$ cat src/rtl/ins_mem_loader.sv
// Streams 2*WORD_WIDTH-bit instructions from a host word stream into instruction memory port A.
// Optional LOADER_CHECKSUM_EN: a trailing XOR checksum word is checked after the last instruction.
module ins_mem_loader #(
    parameter int unsigned INS_ADDR_WIDTH = 8,
    parameter int unsigned INS_WIDTH      = 64,
    parameter int unsigned WORD_WIDTH     = 32
) (
    input  logic                      clk,
    input  logic                      rst,
    input  logic                      load_start,
    input  logic [INS_ADDR_WIDTH:0]   load_len,
    input  logic [WORD_WIDTH-1:0]     s_data,
    input  logic                      s_valid,
    output logic                      s_ready,
    output logic                      ins_we,
    output logic [INS_ADDR_WIDTH-1:0] ins_addr,
    output logic [INS_WIDTH-1:0]      ins_wdata,
    output logic                      busy,
    output logic                      done,
    output logic                      error
);

    localparam int unsigned LEN_W = INS_ADDR_WIDTH + 1;
    localparam logic [LEN_W-1:0] MAX_LEN = LEN_W'(1) << INS_ADDR_WIDTH;

    typedef enum logic [2:0] {
        S_IDLE  = 3'd0,
        S_LO    = 3'd1,
        S_HI    = 3'd2,
        S_WRITE = 3'd3,
`ifdef LOADER_CHECKSUM_EN
        S_CSUM  = 3'd4,
`endif
        S_FIN   = 3'd5
    } state_e;

    state_e state_q, state_d;

    logic [LEN_W-1:0]      count_q, count_d;
    logic [LEN_W-1:0]      len_q, len_d;
    logic [WORD_WIDTH-1:0] lo_q, lo_d;
`ifdef LOADER_CHECKSUM_EN
    logic [WORD_WIDTH-1:0] csum_q, csum_d;
`endif

    logic                      s_ready_q, s_ready_d;
    logic                      ins_we_q, ins_we_d;
    logic [INS_ADDR_WIDTH-1:0] ins_addr_q, ins_addr_d;
    logic [INS_WIDTH-1:0]      ins_wdata_q, ins_wdata_d;
    logic                      busy_q, busy_d;
    logic                      done_q, done_d;
    logic                      error_q, error_d;

    logic xfer;
    logic start_acc;
    logic len_ok;
    logic last;

    assign xfer      = s_valid & s_ready_q;
    assign start_acc = load_start & ((state_q == S_IDLE) | (state_q == S_FIN));
    assign len_ok    = (load_len != '0) && (load_len <= MAX_LEN);
    assign last      = (count_q + LEN_W'(1)) == len_q;

    // State and datapath registers
    always_ff @(posedge clk or posedge rst) begin
        if (rst) begin
            state_q <= S_IDLE;
            count_q <= '0;
            len_q   <= '0;
            lo_q    <= '0;
`ifdef LOADER_CHECKSUM_EN
            csum_q  <= '0;
`endif
        end else begin
            state_q <= state_d;
            count_q <= count_d;
            len_q   <= len_d;
            lo_q    <= lo_d;
`ifdef LOADER_CHECKSUM_EN
            csum_q  <= csum_d;
`endif
        end
    end

    // Next-state and datapath update
    always_comb begin
        state_d = state_q;
        count_d = count_q;
        len_d   = len_q;
        lo_d    = lo_q;
`ifdef LOADER_CHECKSUM_EN
        csum_d  = csum_q;
`endif
        case (state_q)
            S_IDLE, S_FIN: begin
                if (load_start) begin
                    if (len_ok) begin
                        state_d = S_LO;
                        count_d = '0;
                        len_d   = load_len;
`ifdef LOADER_CHECKSUM_EN
                        csum_d  = '0;
`endif
                    end else begin
                        state_d = S_FIN;
                    end
                end
            end
            S_LO: begin
                if (xfer) begin
                    lo_d    = s_data;
                    state_d = S_HI;
                end
            end
            S_HI: begin
                if (xfer) begin
                    state_d = S_WRITE;
`ifdef LOADER_CHECKSUM_EN
                    csum_d  = csum_q ^ s_data ^ lo_q;
`endif
                end
            end
            S_WRITE: begin
                count_d = count_q + LEN_W'(1);
                if (last) begin
`ifdef LOADER_CHECKSUM_EN
                    state_d = S_CSUM;
`else
                    state_d = S_FIN;
`endif
                end else begin
                    state_d = S_LO;
                end
            end
`ifdef LOADER_CHECKSUM_EN
            S_CSUM: begin
                if (xfer) state_d = S_FIN;
            end
`endif
            default: state_d = S_IDLE;
        endcase
    end

    // Output next values, decoded from the upcoming state so outputs stay in step with it
    always_comb begin
        s_ready_d   = (state_d == S_LO) || (state_d == S_HI);
        busy_d      = (state_d == S_LO) || (state_d == S_HI) || (state_d == S_WRITE);
        done_d      = (state_d == S_FIN);
        ins_we_d    = (state_d == S_WRITE);
        ins_addr_d  = ins_addr_q;
        ins_wdata_d = ins_wdata_q;
        error_d     = error_q;
`ifdef LOADER_CHECKSUM_EN
        if (state_d == S_CSUM) begin
            s_ready_d = 1'b1;
            busy_d    = 1'b1;
        end
        if ((state_q == S_CSUM) && xfer) error_d = (s_data != csum_q);
`endif
        if ((state_q == S_HI) && xfer) begin
            ins_addr_d  = count_q[INS_ADDR_WIDTH-1:0];
            ins_wdata_d = INS_WIDTH'({s_data, lo_q});
        end
        if (start_acc) error_d = ~len_ok;
    end

    // Output registers
    always_ff @(posedge clk or posedge rst) begin
        if (rst) begin
            s_ready_q   <= 1'b0;
            ins_we_q    <= 1'b0;
            ins_addr_q  <= '0;
            ins_wdata_q <= '0;
            busy_q      <= 1'b0;
            done_q      <= 1'b0;
            error_q     <= 1'b0;
        end else begin
            s_ready_q   <= s_ready_d;
            ins_we_q    <= ins_we_d;
            ins_addr_q  <= ins_addr_d;
            ins_wdata_q <= ins_wdata_d;
            busy_q      <= busy_d;
            done_q      <= done_d;
            error_q     <= error_d;
        end
    end

    assign s_ready   = s_ready_q;
    assign ins_we    = ins_we_q;
    assign ins_addr  = ins_addr_q;
    assign ins_wdata = ins_wdata_q;
    assign busy      = busy_q;
    assign done      = done_q;
    assign error     = error_q;

endmodule

$ cat config.mk
export PLATFORM = sky130hd
export DESIGN_NAME = ins_mem_loader
export DESIGN_NICKNAME = d
export VERILOG_FILES = /design/src/rtl/ins_mem_loader.sv
export SDC_FILE = /design/constraint.sdc
export NUM_CORES = 1
export LEC_CHECK = 0
export CAP_MARGIN = 0
export CELL_PAD_IN_SITES_DETAIL_PLACEMENT = 0
export CELL_PAD_IN_SITES_GLOBAL_PLACEMENT = 1
export CORE_MARGIN = 5
export CORE_UTILIZATION = 40
export DETAILED_ROUTE_END_ITERATION = 16
export PLACE_DENSITY = 0.88
export RECOVER_POWER = 25
export SYNTH_ARGS = -nofsm -noshare
export SYNTH_HDL_FRONTEND = slang
export SYNTH_SLANG_ARGS = --single-unit
$ cat constraint.sdc
create_clock -name clk -period 15.3 [get_ports clk]
set_input_delay 4.59 -clock clk [delete_from_list [all_inputs] [get_ports clk]]
set_output_delay 4.59 -clock clk [all_outputs]
set_load 0.005 [all_outputs]
### After elaboration in Yosys (flattened, before gate mapping)

Index checks and enable logic that the tools add are counted.

| operators by class | value |
|---|---|
| reduce and logical (&&, ||, !) cells | 11 |
| $add $sub $neg | 1 |
| multiplexer cells | 9 |
| bitwise gates (word level) | 4 |
| $lt $le $gt $ge | 1 |
| equality and inequality tests | 11 |

Operator list:

| kind | number |
|---|---|
| 2-to-1 mux 9 bit | 2 |
| case mux 9 bit (2 select lines) | 1 |
| 2-to-1 mux 3 bit | 5 |
| equality test 3 x 2 -> 1 bit, second input constant | 4 |
| case mux 3 bit (4 select lines) | 1 |
| adder 9 x 1 -> 9 bit, second input constant | 1 |
| equality test 9 bit | 1 |
| less-or-equal comparator 9 bit, second input constant | 1 |
| nonzero test 9 bit | 1 |
| equality test 3 x 1 -> 1 bit, second input constant | 2 |
| equality test 3 bit, second input constant | 2 |
| AND reduction 3 bit | 2 |
| != test 2 bit, second input constant | 2 |
| zero test 3 bit | 1 |
| AND 1 bit | 2 |
| logical AND 1 bit | 2 |
| logical OR 1 bit | 2 |
| AND reduction 2 bit | 1 |
| nonzero test 2 bit | 1 |
| OR reduction 2 bit | 1 |
| inverter 1 bit | 1 |
| OR 1 bit | 1 |

| storage, ports and cells | value |
|---|---|
| flip-flop bits (word level) | 130 |
| word-level logic and storage cells | 48 |
| output and inout bits | 77 |

### Longest topological paths before layout

Gate-level depths: netlist (run 1).

| logic depth | value |
|---|---|
| word-level depth | 8 |
| mapped depth | 7 |

### Worst setup path before layout (run 1)

Ideal clock, no wire load.

| timing | value |
|---|---|
| path kind | input -> register |
| from | input load_len[5] |
| to | register len_q[0] |
| setup slack | 9.052 ns |
| arrival | 6.123 ns |
| buffers on the path | 1 |
| stages on the path | 5 |
| path through | or4_1 o21ai_0 and3_4 buf_6 mux2_4 |

| on the way | value |
|---|---|
| cells in the longest elaborated chain, start to end | 3 |

RTL lines:

| item | RTL line | RTL |
|---|---|---|
| start: declaration | 11 | `input logic [INS_ADDR_WIDTH:0] load_len,` |
| less-or-equal comparator 9 bit / nonzero test 9 bit (equally long branches) | 61 | `assign len_ok = (load_len != '0) && (load_len <= MAX_LEN);` |
| logical AND 1 bit * | 61 |  |
| AND reduction 3 bit (no line) * | n/a |  |
| end signal: assignment | 77 | `len_q <= len_d;` |
| end: declaration | 40 | `logic [LEN_W-1:0] len_q, len_d;` |

Every way passes the cells marked *; elsewhere a longest branch is shown, timed or not.
A chain may end at the register's enable or synchronous reset.

==> results of run 1 <==
## layout by cell type, fill, tap and decap left out, types with 2 or more instances in the layout
cell type,count
sky130_fd_sc_hd__dfrtp_1,130
sky130_fd_sc_hd__mux2_2,106
sky130_fd_sc_hd__clkdlybuf4s50_1,94
sky130_fd_sc_hd__dlygate4sd3_1,27
sky130_fd_sc_hd__clkbuf_16,17
sky130_fd_sc_hd__nand2_1,12
sky130_fd_sc_hd__o21ai_0,11
sky130_fd_sc_hd__xnor2_1,9
sky130_fd_sc_hd__nor2_1,8
sky130_fd_sc_hd__nand3_1,7
sky130_fd_sc_hd__a21oi_1,7
sky130_fd_sc_hd__mux2_4,7
sky130_fd_sc_hd__xor2_1,5
sky130_fd_sc_hd__a31oi_1,4
sky130_fd_sc_hd__bufinv_16,4
sky130_fd_sc_hd__and2_1,3
sky130_fd_sc_hd__o41ai_1,3
sky130_fd_sc_hd__o31ai_1,3
sky130_fd_sc_hd__nor4_1,3
sky130_fd_sc_hd__a21o_1,3
sky130_fd_sc_hd__clkinvlp_4,3
sky130_fd_sc_hd__nand4_1,2
sky130_fd_sc_hd__or4_1,2
sky130_fd_sc_hd__nand2b_1,2
sky130_fd_sc_hd__nor2b_1,2
sky130_fd_sc_hd__nor3_1,2
sky130_fd_sc_hd__clkinv_2,2
sky130_fd_sc_hd__clkbuf_8,2
sky130_fd_sc_hd__clkbuf_1,2
sky130_fd_sc_hd__inv_6,2
sky130_fd_sc_hd__buf_4,2
## path summary, 6_finish.rpt
kind,from,end,slack (ns),cells after the start
worst min register to register,lo_q[0]$_DFFE_PP0P_,ins_wdata[0]$_DFFE_PP0P_,0.50,1
min in group asynchronous,rst,ins_wdata[62]$_DFFE_PP0P_,5.30,2
worst min-delay path,lo_q[0]$_DFFE_PP0P_,ins_wdata[0]$_DFFE_PP0P_,0.50,1
max in group clk,s_valid,ins_wdata[8]$_DFFE_PP0P_,8.36,5
worst max-delay path,rst,count_q[8]$_DFFE_PP0P_,8.19,3
worst max register to register,state_q[1]$_DFF_PP0_,ins_wdata[8]$_DFFE_PP0P_,12.47,4
## kinds of logic after synthesis
group,count (synthesis),share of synthesized area [%]
adder cells (fa/ha/maj),1,0.235
AO/OA/AOI/OAI,40,4.95
flip-flops,130,61.0
AND/OR/NAND/NOR,50,5.00
XOR/XNOR,14,2.30
buffers and inverters,24,2.09
multiplexers,113,24.4
## Yosys cell counts (all sizes together) (2+ instances only)
master	count
a21o	3
a21oi	7
a31oi	4
and2	3
buf	12
clkbuf	10
dfrtp	130
inv	2
mux2	113
nand2	12
nand2b	2
nand3	7
nand4	2
nor2	9
nor2b	2
nor3	2
nor4	3
o21ai	11
o31ai	3
o41ai	3
or4	2
xnor2	9
xor2	5
## flip-flops by register name (all words and copies together) (netlist names)
| signal | cells |
|---|---|
| error | 1 |
| len_q | 9 |
| s_ready | 1 |
| ins_addr | 8 |
| lo_q | 32 |
| state_q | 3 |
| busy | 1 |
| ins_wdata | 64 |
| count_q | 9 |
| ins_we | 1 |
| done | 1 |
## area by class of cell
type | instances | area [um2] | area share [%]
inverter | 2 | 8.76 | 0.120
tap | 176 | 220 | 3.01
multi-input combinational | 218 | 1980 | 27.0
timing repair buffer | 124 | 1230 | 16.8
clock buffer | 20 | 457 | 6.24
sequential | 130 | 3250 | 44.4
clock inverter | 12 | 179 | 2.44
## report_power, final
group          internal [mW]  total, mW  switching [mW]
registers              0.504      0.603          0.0989
clock network          0.282      0.429           0.147
logic                  0.326      0.484           0.158
## routing by layer
layer | vias up | global-route usage (%) | wire length, um
li1 | 1573 | - | -
met1 | 1705 | 17.5 | 4670
met2 | 90 | 24.3 | 5720
met3 | 12 | 5.03 | 576
met4 | 0 | 4.72 | 126
met5 | - | 0 | 0
## through the flow
stage                     hold slack (ns)  area (um2)
after CTS                           0.503        7330
after detailed placement            0.493        6690
after floorplan                     0.465        5330
after global placement              0.481        6690
final                               0.500        7320
after global routing                0.516        7320
==> results.rst, run 1 <==
.. list-table::
   :header-rows: 1

   * - Metric
     - Value
   * - Cell chosen for the clock root
     - sky130_fd_sc_hd__clkbuf_16
   * - Setup TNS
     - 0 ns
   * - Nets in the synthesized netlist
     - 418
   * - Worst clock skew
     - 0.00750 ns
   * - Resize count post-CTS
     - 0
   * - Cell taking the most area after synthesis
     - sky130_fd_sc_hd__dfrtp_1
   * - Share of synthesized area occupied by flip-flops and latches
     - 61.0%
   * - Core occupancy in the finished layout
     - 55.8%
   * - Number of pins exceeding their max-slew limit in the final report
     - 92
   * - Final Setup Violations
     - 0
   * - Die Footprint
     - 15700 um2
   * - Top flip-flop cell by instance count after synthesis
     - sky130_fd_sc_hd__dfrtp_1
   * - Final worst setup slack
     - 8.19 ns
   * - Skew-Pair Late Insertion Delay
     - 0.41 ns
   * - Port bufs
     - 121
   * - Hold Fails Final Rpt
     - 0
   * - IR drop worst, VDD
     - 0.0893 mV
   * - Via/cell ratio
     - 4.96
   * - Number of global-route vias before repair
     - 3624
   * - Clk buf depth
     - 2
   * - Kind of path behind the tightest hold check
     - reg -> reg
   * - Tmin final
     - 7.11 ns
   * - Routed vias
     - 3380
   * - Final antenna-violating net count
     - 0
   * - Setup Crit Path Kind
     - in -> async
   * - Type of element launching the critical path
     - primary input
   * - Boundary pin count
     - 122
   * - Clock buffers created by TritonCTS
     - 17
   * - Worst setup EP type
     - async pin
   * - Data arrival time of the worst path
     - 7.52 ns
   * - Buf/Inv on CP
     - 3
   * - Count of nets after finishing
     - 539
   * - Least-Margin Pin Slew
     - 2.43 ns
   * - Flops & latches, synth
     - 130
   * - Clock H-tree levels
     - 4
   * - Share of cells above drive strength 1
     - 30.2%
   * - Initial Util
     - 40.6%
   * - Die width
     - 125 um
   * - Number of antenna violations at the first check in global routing
     - 0
   * - Total routing usage reported by global routing
     - 14.5%
   * - Mapped cell area
     - 5330 um2
   * - Synthesized instance count
     - 372
   * - Highest net fanout along the worst path
     - 73
   * - Total Wirelength
     - 11.1 mm
   * - Total core area
     - 13100 um2
   * - DRC violation count after routing
     - 0
   * - Achievable clock frequency
     - 141 MHz
   * - First-pass iteration count of the detailed router
     - 4
   * - Clock transition at path regs
     - 0.06 ns
   * - Post-synthesis async set-or-reset flop share
     - 100%
   * - Hold_buf cts
     - 0
   * - Height of the chip
     - 125 um
   * - Static leakage power
     - 3.16 nW
   * - Violated checks
     - max-capacitance violations, max-slew violations
   * - Non-filler instance count after layout
     - 682
   * - Run status
     - complete, but fails checks
   * - Routed wire length per instance
     - 16.3 um
   * - CP Cell Sequence
     - dlygate4sd3_1 > clkinvlp_2 > buf_4
   * - Largest net degree at the start of global routing
     - 74
   * - Average size of a mapped cell
     - 14.3 um2
   * - Rel. slew slack
     - -63.2%
   * - Largest delay contributor family on the critical path
     - buffers and inverters
   * - Synth top area share
     - 61.0%
   * - Number of diodes added for antenna fixing
     - 0
   * - Post-route fraction of the period consumed by the critical path
     - 46.5%
   * - Count of routing violations after the opening detailed-route iteration
     - 100
   * - Number of distinct standard cells referenced by the synthesized netlist
     - 41
   * - Floorplan row count
     - 42
   * - First-pass GRT wire length
     - 18.5 mm
   * - Top cells by area in the synthesized netlist
     - sky130_fd_sc_hd__dfrtp_1 61%, sky130_fd_sc_hd__mux2_2 22%, sky130_fd_sc_hd__mux2_4 2.0%, sky130_fd_sc_hd__xnor2_1 1.5%, sky130_fd_sc_hd__buf_2 1.0%
   * - Filler cells
     - 1075
   * - Final weighted congestion in routability-driven placement
     - 0.803
   * - Instance count after placement with tap cells included
     - 650
   * - Global route total overflow
     - 0
   * - Cell with the largest stage delay on the worst path
     - sky130_fd_sc_hd__clkinvlp_2
   * - Pre-CTS setup slack
     - 8.46 ns
   * - Max-cap violation count
     - 2
   * - Clk sink count
     - 130
   * - Overall power consumption
     - 1.52 mW
   * - RSZ-0062 raised after global routing
     - false
   * - EDFF count, synth
     - 0
   * - TritonCTS clock tree
     - done
   * - Synthesis warning total
     - 0
   * - Relative area change from synthesis to final layout
     - 37.5%
   * - HPWL Detailed
     - 7.70 mm
   * - Total power per unit cell area
     - 207 nW/um2
   * - Post-CTS setup buffer count
     - 0
   * - Max stage delay on crit path
     - 1.39 ns
   * - Data required, critical path
     - 15.71 ns
No activity file was read; power rests on OpenSTA's default activity.
==> run 2: changes to the inputs <==
==> constraint.sdc (replaced) <==
create_clock -name clk -period 7 [get_ports clk]
set_input_delay 2.1 -clock clk [delete_from_list [all_inputs] [get_ports clk]]
set_output_delay 2.1 -clock clk [all_outputs]
set_load 0.005 [all_outputs]
==> results.rst, run 2 (synthesis gave the netlist of run 1 again) <==
.. list-table::
   :header-rows: 1

   * - Metric
     - Value
   * - Run status
     - complete, but fails checks
   * - Hold Fails Final Rpt
     - 0 (unchanged)
   * - Core occupancy in the finished layout
     - 56.0% (+0.30 points)
   * - Routed vias
     - 3423 (+1.3%)
   * - Depth of the most critical reg-to-reg path
     - 4 (unchanged)
   * - Clk sink count
     - 130 (unchanged)
   * - Port bufs
     - 121 (unchanged)
   * - Count of nets after finishing
     - 539 (unchanged)
   * - Final antenna-violating net count
     - 0 (unchanged)
   * - Relative area change from synthesis to final layout
     - 38.2%
   * - Worst hold path cell count
     - 1 (unchanged)
   * - Clock network fraction of total power
     - 29.6% (+1.3 points)
   * - Data required, critical path
     - 7.43 ns (-8.28 ns)
   * - Total core area
     - 13100 um2 (unchanged)
   * - First-pass GRT wire length
     - 18.9 mm (+2.5%)
   * - Switching power
     - 887 uW (+120%)
   * - Kind of path behind the tightest hold check
     - reg -> reg
   * - Worst setup EP type
     - async pin
   * - R2r setup slk
     - 4.14 ns (-8.33 ns)
   * - Cell with the largest stage delay on the worst path
     - sky130_fd_sc_hd__clkinvlp_2
   * - Pre-CTS setup slack
     - 2.67 ns (-5.80 ns)
   * - Fraction of power consumed by sequential logic
     - 38.9% (-0.9 points)
   * - Die Footprint
     - 15700 um2 (unchanged)
   * - Number of pins exceeding their max-slew limit in the final report
     - 98 (+6.5%)
   * - Post-CTS setup buffer count
     - 0 (unchanged)
   * - Number of global-route vias before repair
     - 3675 (+1.4%)
   * - R2R Path Start
     - state_q[2]$_DFF_PP0_
   * - Capture instance of the worst register-to-register path
     - ins_wdata[31]$_DFFE_PP0P_
   * - Clock transition at path regs
     - 0.06 ns (about the same)
   * - WHS
     - 0.498 ns (-0.00157 ns)
   * - Post-route fraction of the period consumed by the critical path
     - 66.9%
   * - TritonCTS clock tree
     - done
   * - Global route total overflow
     - 0 (unchanged)
   * - Floorplan row count
     - 42 (unchanged)
   * - Largest net degree at the start of global routing
     - 68 (-8.1%)
   * - CP Cell Sequence
     - dlygate4sd3_1 > clkinvlp_2 > buf_4
   * - RSZ-0062 raised after global routing
     - false
   * - Clk buf depth
     - 2 (unchanged)
   * - Number of flip-flops under the largest register name
     - 64 (unchanged)
   * - DRC violation count after routing
     - 0 (unchanged)
   * - First-pass iteration count of the detailed router
     - 4 (unchanged)
   * - HPWL Detailed
     - 7.74 mm (+0.54%)
   * - Total routing usage reported by global routing
     - 14.9% (+0.42 points)
   * - Type of element launching the critical path
     - primary input
   * - Worst Min Path Start
     - ins_wdata[45]$_DFFE_PP0P_
   * - Clock buffers created by TritonCTS
     - 17 (unchanged)
   * - Max stage delay on crit path
     - 1.52 ns (+0.13 ns)
   * - Total power per unit cell area
     - 460 nW/um2 (+120%)
   * - Routed wire length per instance
     - 16.4 um (+0.93%)
   * - Number of antenna violations at the first check in global routing
     - 0 (unchanged)
   * - Data arrival time of the worst path
     - 5.11 ns (-2.41 ns)
   * - Worst clock skew
     - 0.00875 ns (+0.00125 ns)
   * - Clock H-tree levels
     - 4 (unchanged)
   * - Static leakage power
     - 3.18 nW (+0.39%)
   * - Most common library cell in the layout ignoring fill and taps
     - sky130_fd_sc_hd__dfrtp_1
   * - Setup TNS
     - 0 ns (unchanged)
   * - IR drop worst, VDD
     - 0.201 mV (+130%)
   * - Cell chosen for the clock root
     - sky130_fd_sc_hd__clkbuf_16
   * - Violated checks
     - max-capacitance violations, max-slew violations
   * - Endpoint of the worst hold path
     - ins_wdata[45]$_DFFE_PP0P_
   * - Final weighted congestion in routability-driven placement
     - 0.801 (-0.34%)
   * - Final Setup Violations
     - 0 (unchanged)
   * - Largest delay contributor family on the critical path
     - buffers and inverters
   * - Instance count after placement with tap cells included
     - 650 (unchanged)
   * - Tmin final
     - 4.68 ns
   * - Non-filler instance count after layout
     - 682 (unchanged)
   * - Setup Crit Path Kind
     - in -> async
   * - Via/cell ratio
     - 5.02 (+1.3%)
   * - Achievable clock frequency
     - 214 MHz
   * - Height of the chip
     - 125 um (unchanged)
   * - Final instance area
     - 7360 um2 (+0.53%)
   * - Overall power consumption
     - 3.39 mW (+120%)
   * - Buf/Inv on CP
     - 3 (unchanged)
   * - Final worst setup slack
     - 2.32 ns (-5.87 ns)
   * - Count of routing violations after the opening detailed-route iteration
     - 129 (+29%)
   * - Share of total power in combinational logic
     - 31.5% (-0.4 points)
   * - Least-Margin Pin Slew
     - 2.67 ns (+0.241 ns)
   * - Total Wirelength
     - 11.2 mm (+0.93%)
   * - Rel. slew slack
     - -79.3% (-16 points)
   * - Max-cap violation count
     - 2 (unchanged)
   * - Most frequent cells in the layout
     - 130 x sky130_fd_sc_hd__dfrtp_1, 106 x sky130_fd_sc_hd__mux2_2, 101 x sky130_fd_sc_hd__clkdlybuf4s50_1
   * - Placed Area
     - 6690 um2 (unchanged)
   * - Initial Util
     - 40.6% (unchanged)
   * - Boundary pin count
     - 122 (unchanged)
   * - P_int
     - 2.50 mW (+120%)
   * - Hold_buf cts
     - 0 (unchanged)
   * - Highest net fanout along the worst path
     - 67 (-8.2%)
   * - Switching share of total power
     - 26.2% (-0.50 points)
   * - Skew-Pair Late Insertion Delay
     - 0.41 ns (about the same)
   * - Resize count post-CTS
     - 0 (unchanged)
   * - Die width
     - 125 um (unchanged)
   * - Share of cells above drive strength 1
     - 30.0% (-0.20 points)
   * - Number of diodes added for antenna fixing
     - 0 (unchanged)
-- run 2: cell count changes in the layout (fill, tap and decap cells not counted), sizes merged --
| cell | before | now |
|---|---|---|
| clkdlybuf4s50 | 94 | 101 |
| dlygate4sd3 | 27 | 20 |
| bufinv | 4 | 6 |
| clkinvlp | 4 | 2 |
-- run 2: how the worst max path moves through the flow --
stage,start,end,slack (ns),cells past startpoint
2_1_floorplan,rst,busy$_DFF_PP0_,1.43,1
3_3_place_gp,load_len[5],count_q[7]$_DFFE_PP0P_,2.69,6
3_5_place_dp,load_len[5],count_q[8]$_DFFE_PP0P_,2.67,6
4_1_cts,load_len[5],count_q[6]$_DFFE_PP0P_,3.08,6
5_1_grt,rst,lo_q[20]$_DFFE_PP0P_,1.70,3
6_report,rst,lo_q[19]$_DFFE_PP0P_,2.32,3
-- run 2: power groups by stage --
stage | registers, mW | logic (mW) | clock network [mW]
floorplan | 1.29 | 0.549 | 0
global placement | 1.31 | 1.07 | 0
detailed placement | 1.34 | 1.10 | 0
CTS | 1.33 | 1.11 | 1.02
global route | 1.37 | 1.16 | 1.06
finish | 1.32 | 1.07 | 1.00
-- run 2: final cells by class --
cell class                 count  area [um2]
inverter                       2        8.76
tap                          176         220
timing repair buffer         124        1230
fill                        1086        5770
sequential                   130        3250
clock inverter                12         228
clock buffer                  20         447
multi-input combinational    218        1980
-- run 2: worst reg2reg max path, cell delays in order (launching register included) --
cell and delay [ns]:
sky130_fd_sc_hd__dfrtp_1 0.52, sky130_fd_sc_hd__nor2b_1 0.25, sky130_fd_sc_hd__nor3b_2 0.22, sky130_fd_sc_hd__clkbuf_1 1.28
sky130_fd_sc_hd__mux2_2 0.47
-- run 2: routing by layer --
layer / global-route usage [%] / part of all wire, % / up-vias
met3: 4.99 / 5.3 / 16
met5: 0 / 0 / -
met2: 24.9 / 51 / 93
met1: 17.6 / 42 / 1731
met4: 6.31 / 1.8 / 0
li1: - / - / 1583
